### src/rtl/axis_bram_reader_pkg.sv
// Shared constants and helpers for the BRAM-to-AXI-Stream reader.
// Latency: n/a (package only).
// Backpressure: n/a (package only).
// Contents: output FIFO depth, occupancy and pointer types, pointer-advance helper.
package axis_bram_reader_pkg;

  // Depth 3 covers the occupancy of one stalled head word plus the two reads
  // that can already be in flight when tready drops.
  localparam int FIFO_DEPTH = 3;
  localparam int FIFO_CNT_W = 2;

  typedef logic [FIFO_CNT_W-1:0] fifo_cnt_t;
  typedef logic [1:0]            fifo_ptr_t;

  // Pointer advance for a non-power-of-two ring.
  function automatic fifo_ptr_t fifo_ptr_next(input fifo_ptr_t p);
    return (p == fifo_ptr_t'(FIFO_DEPTH - 1)) ? fifo_ptr_t'(0) : p + fifo_ptr_t'(1);
  endfunction

endpackage

### src/rtl/axis_reader_fifo.sv
// 3-entry synchronous FIFO holding {tlast, data} words captured from BRAM.
// Latency: a pushed word is visible at the head the cycle after the push edge.
// Backpressure: pop is ignored while empty; a push into a full FIFO is only taken with a pop.
// Ports: clk, rst (async, active-high), push/wdata, pop, rdata (head word), count (occupancy 0..3).
module axis_reader_fifo
  import axis_bram_reader_pkg::*;
#(
  parameter int WIDTH = 33
) (
  input  logic             clk,
  input  logic             rst,
  input  logic             push,
  input  logic [WIDTH-1:0] wdata,
  input  logic             pop,
  output logic [WIDTH-1:0] rdata,
  output fifo_cnt_t        count
);

  logic [WIDTH-1:0] mem [FIFO_DEPTH];
  fifo_ptr_t        wr_ptr;
  fifo_ptr_t        rd_ptr;
  logic             do_push;
  logic             do_pop;

  assign do_pop  = pop && (count != fifo_cnt_t'(0));
  assign do_push = push && ((count != fifo_cnt_t'(FIFO_DEPTH)) || do_pop);

  always_ff @(posedge clk or posedge rst) begin
    if (rst) begin
      wr_ptr <= fifo_ptr_t'(0);
      rd_ptr <= fifo_ptr_t'(0);
      count  <= fifo_cnt_t'(0);
    end else begin
      if (do_push) wr_ptr <= fifo_ptr_next(wr_ptr);
      if (do_pop)  rd_ptr <= fifo_ptr_next(rd_ptr);
      case ({do_push, do_pop})
        2'b10:   count <= count + fifo_cnt_t'(1);
        2'b01:   count <= count - fifo_cnt_t'(1);
        default: count <= count;
      endcase
    end
  end

  // Storage needs no reset: emptiness is defined by count alone.
  always_ff @(posedge clk) begin
    if (do_push) mem[wr_ptr] <= wdata;
  end

  // The head slot is never the write target unless a pop frees it, so the
  // head stays stable while the consumer stalls.
  assign rdata = mem[rd_ptr];

endmodule

### src/rtl/axis_bram_reader.sv
// Reads BRAM addresses 0..L through port B and emits them as an AXI4-Stream with tlast on L.
// Latency: start edge E0 -> en in the next cycle -> rddata after E1 -> tvalid after E2; 1 word/cycle with tready high.
// Backpressure: reads are throttled so FIFO occupancy plus the in-flight read never exceeds 3; tready has no combinational path to BRAM.
// Ports: aclk/areset; cfg_data (last address L), start, busy, sts_data (next address);
//        m_axis_* stream master; bram_portb_* read port (clk/rst mirror aclk/areset).
module axis_bram_reader
  import axis_bram_reader_pkg::*;
#(
  parameter int AXIS_TDATA_WIDTH = 32,
  parameter int BRAM_DATA_WIDTH  = 32,
  parameter int BRAM_ADDR_WIDTH  = 10,
  parameter int CONTINUOUS       = 0
) (
  input  logic                        aclk,
  input  logic                        areset,
  input  logic [BRAM_ADDR_WIDTH-1:0]  cfg_data,
  input  logic                        start,
  output logic                        busy,
  output logic [BRAM_ADDR_WIDTH-1:0]  sts_data,
  output logic [AXIS_TDATA_WIDTH-1:0] m_axis_tdata,
  output logic                        m_axis_tvalid,
  output logic                        m_axis_tlast,
  input  logic                        m_axis_tready,
  output logic                        bram_portb_clk,
  output logic                        bram_portb_rst,
  output logic                        bram_portb_en,
  output logic [BRAM_ADDR_WIDTH-1:0]  bram_portb_addr,
  input  logic [BRAM_DATA_WIDTH-1:0]  bram_portb_rddata
);

  generate
    if (AXIS_TDATA_WIDTH != BRAM_DATA_WIDTH) begin : g_width_err
      $error("axis_bram_reader: AXIS_TDATA_WIDTH must equal BRAM_DATA_WIDTH");
    end
  endgenerate

  logic [BRAM_ADDR_WIDTH-1:0] last_addr;
  logic [BRAM_ADDR_WIDTH-1:0] addr;
  logic                       done_issuing;
  logic                       inflight;
  logic                       inflight_tag;
  fifo_cnt_t                  count;
  logic [2:0]                 occupancy;
  logic                       issue;
  logic                       pop;
  logic                       at_last;
  logic [BRAM_DATA_WIDTH:0]   head;

  assign bram_portb_clk = aclk;
  assign bram_portb_rst = areset;

  // Issue decision uses registered state only; the read in flight counts
  // against FIFO space because it lands one edge later regardless of tready.
  assign occupancy     = {1'b0, count} + {2'b00, inflight};
  assign issue         = busy && !done_issuing && (occupancy < 3'd3);
  assign at_last       = (addr == last_addr);
  assign bram_portb_en = issue;
  assign bram_portb_addr = addr;
  assign sts_data      = addr;

  assign m_axis_tvalid = (count != fifo_cnt_t'(0));
  assign m_axis_tdata  = head[AXIS_TDATA_WIDTH-1:0];
  assign m_axis_tlast  = head[BRAM_DATA_WIDTH];
  assign pop           = m_axis_tvalid && m_axis_tready;

  always_ff @(posedge aclk or posedge areset) begin
    if (areset) begin
      busy         <= 1'b0;
      done_issuing <= 1'b0;
      last_addr    <= '0;
      addr         <= '0;
      inflight     <= 1'b0;
      inflight_tag <= 1'b0;
    end else begin
      inflight <= issue;
      if (issue) inflight_tag <= at_last;

      if (!busy) begin
        if (start) begin
          busy         <= 1'b1;
          last_addr    <= cfg_data;
          addr         <= '0;
          done_issuing <= 1'b0;
        end
      end else begin
        if (issue) begin
          if (at_last) begin
            if (CONTINUOUS != 0) addr <= '0;
            else                 done_issuing <= 1'b1;
          end else begin
            addr <= addr + BRAM_ADDR_WIDTH'(1);
          end
        end
        // Every issued word is drained before busy drops, so nothing is
        // in flight when the next start is accepted.
        if ((CONTINUOUS == 0) && pop && m_axis_tlast) busy <= 1'b0;
      end
    end
  end

  axis_reader_fifo #(
    .WIDTH(BRAM_DATA_WIDTH + 1)
  ) u_fifo (
    .clk   (aclk),
    .rst   (areset),
    .push  (inflight),
    .wdata ({inflight_tag, bram_portb_rddata}),
    .pop   (pop),
    .rdata (head),
    .count (count)
  );

endmodule
### config.mk
export PLATFORM = sky130hd
export DESIGN_NAME = axis_bram_reader
export DESIGN_NICKNAME = d
export VERILOG_FILES = /design/src/rtl/axis_bram_reader_pkg.sv /design/src/rtl/axis_reader_fifo.sv /design/src/rtl/axis_bram_reader.sv
export SDC_FILE = /design/constraint.sdc
export NUM_CORES = 1
export LEC_CHECK = 0
export ABC_AREA = 0
export CORE_ASPECT_RATIO = 1.5
export CORE_MARGIN = 2
export CORE_UTILIZATION = 50
export DETAILED_ROUTE_END_ITERATION = 6
export HOLD_SLACK_MARGIN = 0.05
export PLACE_DENSITY = 0.77
export REMOVE_ABC_BUFFERS = 1
export SETUP_SLACK_MARGIN = 0.05
export SLEW_MARGIN = 10
export SYNTH_ARGS = -nofsm -noshare
export SYNTH_HDL_FRONTEND = slang
export SYNTH_HIERARCHICAL = 1
export SYNTH_SLANG_ARGS = --single-unit
### constraint.sdc
create_clock -name aclk -period 9.5 [get_ports aclk]
set_input_delay 1.9 -clock aclk [delete_from_list [all_inputs] [get_ports aclk]]
set_output_delay 1.9 -clock aclk [all_outputs]
set_load 0.03 [all_outputs]
==> impl_metrics.csv, run 1 <==
group,metric,value,unit
die,core,10500,µm²
clock_network,cts_tree,"done",
power,power.total,1380,µW
grt,grt_pass1_wl,16.0,mm
timing,slew_headroom,24.9,%
grt,grt_remaining_overflow,0,
die,row_count,46,
power,clock_power_share,53.3,%
power,seqPwrFrac,44.4,%
clock_network,cts_resized,0,
synth,synth.cell_area,5350,µm²
power,power_frac_comb,2.3,%
detailed_routing,vias_per_cell,5.21,
detailed_routing,totalWireLength,10.3,mm
setup_path,cp.required,7.60,ns
setup_path,critPathKind,"clock port to output pin",
timing,final_hold_viol_count,0,
setup_path,crit_family,"buffers and inverters",
timing,finalClockSkew,0.00517,ns
timing,finalWorstSetupSlack,2.02,ns
timing,grt_setup_unrepaired,"no",
setup_path,end_kind,"output pin",
run_status,status,"complete, no violations",
die,die-area,11600,µm²
cells_and_area,drive_above_1_share,10.1,%
synth,synthCells,386,
clock_network,cts_setup_buffers,0,
synth,ys_top_cells_by_count,"99 x edfxtp_1, 74 x nand2_1, 40 x o21ai_0",
setup_path,critPathLaunchType,"clock port",
power,internal-power,1110,µW
synth,ys_seq_elements,129,
synth,synth_most_common_cell,"edfxtp_1",
min_path,hp-class,"flop to flop",
power,swShare,19.7,%
detailed_routing,drt-pass1-iter-count,4,
power,vdd.ir_drop.worst,0.170,mV
synth,synth-edff-count,99,
detailed_routing,wl_per_cell,16.1,µm
placed_design,routabilityCongestion,0.845,
clock_network,path_clk_slew,0.06,ns
timing,setup_viol,0,
synth,synth_cell_types,44,
timing,finalMaxSlewViolations,0,
setup_path,slowest_delay,0.58,ns
setup_path,cp_max_fo,2,
synth,yosys_warnings,6,
cells_and_area,area_growth,32.1,%
synth,ys_seq_area_share,69.6,%
die,initial_core_util,51.1,%
clock_network,insertion_delay,0.52,ns
timing,holdWs,0.491,ns
cells_and_area,stdcell_count,641,
setup_path,critPathArrivalTime,5.58,ns
placed_design,io_buffers,103,
die,io-pin-count,104,
placed_design,place_ws,2.29,ns
grt,grt_pass1_vias,3388,
detailed_routing,drc,0,
setup_path,rrSetupSlack,7.18,ns
synth,async_reset_ff_share,23.3,%
placed_design,hpwl,6.45,mm
grt,track_usage,18.7,%
detailed_routing,vias,3341,
job,cap_violations,0,
setup_path,cp_slowest_cell,"clkdlybuf4s50_1",
cells_and_area,antenna_cells,0,
power,power.leakage,0.00253,µW
grt,grt_max_degree,70,
synth,synth_area_leaders,"edfxtp_1 56%, dfrtp_1 14%, mux2i_1 6.2%, nand2_1 5.2%, o21ai_0 3.7%",
die,die_y,131,µm
die,dieWidth,88.4,µm
power,switchingPower,271,µW
detailed_routing,ant_nets,0,
timing,worst_pin_slew,1.13,ns
power,cellPowerDensity,195,nW/µm²
synth,synth_top_area_share,55.6,%
timing,fin_setup_tns,0,ns
synth,synth.avg_cell_area,13.9,µm²
cells_and_area,nNetsFinal,535,
synth,yosysTopAreaCell,"edfxtp_1",
grt,grt_antenna_before_repair,0,
setup_path,path_buf_inv,3,
setup_path,crit_chain,"clkbuf_16, clkbuf_16, clkdlybuf4s50_1",
clock_network,hold_buffers,0,
synth,dominantRegCellSynth,"edfxtp_1",
detailed_routing,drt_iter0_drc,166,
placed_design,place_inst,607,
setup_path,critical_path.most_common_cell,"clkbuf_16",
## layout make-up
class / count / area, µm²
inverter: 8 / 30.0
multi-input combinational: 221 / 1400
clock inverter: 14 / 181
tap: 144 / 180
clock buffer: 21 / 510
timing repair buffer: 104 / 1040
sequential: 129 / 3730
fill: 784 / 3410
## state kept, by name, indices dropped and copies added (netlist names)
signal,cells
inflight_tag,1
bram_portb_addr,10
u_fifo/mem,99
u_fifo/rd_ptr,2
u_fifo/wr_ptr,2
inflight,1
done_issuing,1
u_fifo/count,2
last_addr,10
busy,1
## cells by family (layout without fill, tap and decap cells)
| family | count (synthesis) | after routing | share of synthesized area [%] |
|---|---|---|---|
| AO/OA/AOI/OAI | 57 | 57 | 6.83 |
| multiplexers | 35 | 35 | 6.60 |
| AND/OR/NAND/NOR | 112 | 112 | 9.41 |
| XOR/XNOR | 13 | 13 | 2.27 |
| buffers and inverters | 36 | 147 | 4.33 |
| flip-flops | 129 | 129 | 69.6 |
| adder cells (fa/ha/maj) | 4 | 4 | 0.936 |
## metrics by stage
stage               instance area [µm²]  utilization [%]
finish                             7070             67.5
global route                       7070             67.5
CTS                                7070             67.5
detailed placement                 6380             61.0
global placement                   6380             61.0
floorplan                          5150                -
## path summary, 6_finish.rpt
kind / from / endpoint / cells after the start
min: inflight_tag$_DFFE_PP0P_ / u_fifo/mem[0][32]$_DFFE_PP_ / 0
max in group asynchronous: areset / bram_portb_addr[6]$_DFFE_PP0P_ / 2
min reg2reg: inflight_tag$_DFFE_PP0P_ / u_fifo/mem[0][32]$_DFFE_PP_ / 0
max: aclk / bram_portb_clk / 3
min in group asynchronous: areset / u_fifo/wr_ptr[0]$_DFFE_PP0P_ / 2
max reg2reg: u_fifo/count[0]$_DFFE_PP0P_ / bram_portb_addr[3]$_DFFE_PP0P_ / 8
## power by group through the flow
| stage | registers [µW] | logic, µW | clock network (µW) |
|---|---|---|---|
| finish | 612 | 31.3 | 734 |
| global placement | 623 | 30.2 | 17.5 |
| floorplan | 623 | 6.49 | 0 |
| global route | 612 | 34.1 | 773 |
| detailed placement | 623 | 31.3 | 17.5 |
| CTS | 612 | 31.7 | 746 |
## routing by layer
metal	vias up	track usage [%]	routed length (µm)
li1	1588	-	-
met1	1615	20.9	4140
met3	16	5.72	597
met2	122	32.3	5390
met4	0	8.82	185
met5	-	0	0
## placed cells by master, fill, tap and decap left out, types with 4 or more instances in the layout
cell type and n:
clkbuf_16 20, clkdlybuf4s50_1 103, clkinv_4 4, dfrtp_1 28, edfxtp_1 99, ha_1 4, inv_1 8, inv_6 5
mux2i_1 33, nand2_1 74, nand3_1 10, nor2_1 4, o211ai_1 4, o21ai_0 40, xnor2_1 11
(Power assumes the default switching activity.)
==> run 2, diff against run 1 <==
CORE_UTILIZATION = 47   (was 50)
PLACE_DENSITY = 0.76   (was 0.77)
clock period = 6.63 ns   (was 9.5 ns; I/O delays follow)
==> run 2 against run 1 <==
  * Worst hold slack lost 0.0062 ns
  * Sequential power grew 43%
  * Routed wire length up 0.48%
  * Clock skew is 0.0019 ns higher
  * Die area grew 6.1%
  * Global-route usage fell by 0.98 points
  * Clock-buffer cell count up 1
  * Power increased by 43%
  * First-iteration DRC count decreased by 14%
  * Critical path type unchanged
==> impl_metrics.csv, run 2 (synthesis results as in run 1) <==
group,metric,value,unit
clock_network,cts_setup_buffers,0,
die,row_count,47,
setup_path,rrSetupSlack,4.34,ns
setup_path,r2r_cells,8,
setup_path,cp_max_fo,2,
grt,grt_remaining_overflow,0,
placed_design,hpwl,6.52,mm
setup_path,critPathLaunchType,"clock port",
run_status,status,"complete, no violations",
detailed_routing,drt-pass1-iter-count,6,
placed_design,routabilityCongestion,0.804,
timing,worst_pin_slew,1.09,ns
cells_and_area,drive_above_1_share,10.0,%
detailed_routing,ant_nets,0,
grt,grt_antenna_before_repair,0,
power,power.leakage,0.00253,µW
placed_design,io_buffers,103,
detailed_routing,wl_per_cell,16.1,µm
detailed_routing,totalWireLength,10.4,mm
setup_path,critPathKind,"clock port to output pin",
timing,finalMaxSlewViolations,0,
timing,finalClockSkew,0.00705,ns
cells_and_area,nNetsFinal,535,
detailed_routing,vias,3358,
timing,slew_headroom,27.2,%
grt,grt_pass1_vias,3557,
cells_and_area,largest_reg_flops,99,
die,dieWidth,91.1,µm
die,die_y,135,µm
cells_and_area,layout_common_cells,"103 x clkdlybuf4s50_1, 99 x edfxtp_1, 74 x nand2_1, 40 x o21ai_0, 33 x mux2i_1",
min_path,hold_path.startpoint,"done_issuing$_DFFE_PP0P_",
min_path,min_to,"done_issuing$_DFFE_PP0P_",
clock_network,hold_buffers,0,
clock_network,insertion_delay,0.51,ns
job,cap_violations,0,
setup_path,timing.rr.end,"bram_portb_addr[5]$_DFFE_PP0P_",
placed_design,place_ws,1.42,ns
grt,grt_max_degree,70,
cells_and_area,antenna_cells,0,
die,core,11100,µm²
die,die-area,12300,µm²
cells_and_area,top_register,"u_fifo/mem",
cells_and_area,layout_commonest_cell,"clkdlybuf4s50_1",
setup_path,cp.required,5.30,ns
clock_network,cts_tree,"done",
min_path,hp-class,"flop to flop",
cells_and_area,area_growth,32.3,%
setup_path,regToRegStartpoint,"u_fifo/count[0]$_DFFE_PP0P_",
timing,finalWorstSetupSlack,1.16,ns
detailed_routing,drt_iter0_drc,142,
setup_path,startpoint,"aclk",
setup_path,critPathArrivalTime,4.14,ns
grt,track_usage,17.7,%
grt,grt_pass1_wl,16.8,mm
clock_network,cts_resized,0,
clock_network,path_clk_slew,0.06,ns
detailed_routing,vias_per_cell,5.21,
power,vdd.ir_drop.worst,0.160,mV
die,io-pin-count,104,
cells_and_area,final_util,64.0,%
setup_path,end_kind,"output pin",
timing,setup_viol,0,
detailed_routing,drc,0,
min_path,hold_depth,2,
timing,final_hold_viol_count,0,
power,cellPowerDensity,279,nW/µm²
timing,grt_setup_unrepaired,"no",
die,initial_core_util,48.4,%
timing,fin_setup_tns,0,ns
run 2: cell types whose count changed in the layout (fill, tap and decap cells not counted):
| cell | change |
|---|---|
| clkinvlp_4 | +1 |
| clkinv_4 | -1 |
| clkbuf_1 | +1 |
run 2: critical path: stages:
cell and delay, ns:
clkbuf_16 0.12, clkbuf_16 0.13, clkdlybuf4s50_1 0.58
run 2: report_power, final:
part	internal, µW	leakage [µW]	total, µW	switching [µW]
clock	685	0.000333	1050	370
combinational	27.7	0.000938	44.7	17.0
sequential	874	0.00126	877	2.16
total	1590	0.00253	1980	389
run 2: area by class of cell:
type	instances	area [µm²]
fillers	835	3980
flip-flops and latches	129	3730
multi-input cells	221	1400
repair buffers	104	1040
clock buffers	22	514
well taps	147	184
clock inverters	14	180
inverters	8	30.0
run 2: how the worst max path moves through the flow:
| stage | endpoint | slack, ns |
|---|---|---|
| CTS | bram_portb_clk | 1.16 |
| global placement | bram_portb_clk | 1.42 |
| floorplan | bram_portb_clk | 1.99 |
| finish | bram_portb_clk | 1.16 |
| global route | bram_portb_clk | 1.14 |
| detailed placement | bram_portb_clk | 1.42 |
run 2: metrics by stage:
| stage | hold WS (ns) | power [µW] | cells | cell area, µm² |
|---|---|---|---|---|
| 2_1_floorplan | 0.451 | 902 | 358 | 5150 |
| 3_3_place_gp | 0.471 | 961 | 610 | 6390 |
| 3_5_place_dp | 0.477 | 963 | 610 | 6390 |
| 4_1_cts | 0.492 | 2000 | 645 | 7070 |
| 5_1_grt | 0.516 | 2030 | 645 | 7070 |
| 6_report | 0.485 | 1980 | 645 | 7070 |
run 2: per-layer routing:
| layer | routed length [µm] | track usage (%) | vias up |
|---|---|---|---|
| li1 | - | - | 1589 |
| met1 | 4200 | 19.6 | 1635 |
| met2 | 5480 | 31.7 | 117 |
| met3 | 497 | 4.91 | 17 |
| met4 | 187 | 7.91 | 0 |
| met5 | 0 | 0 | - |
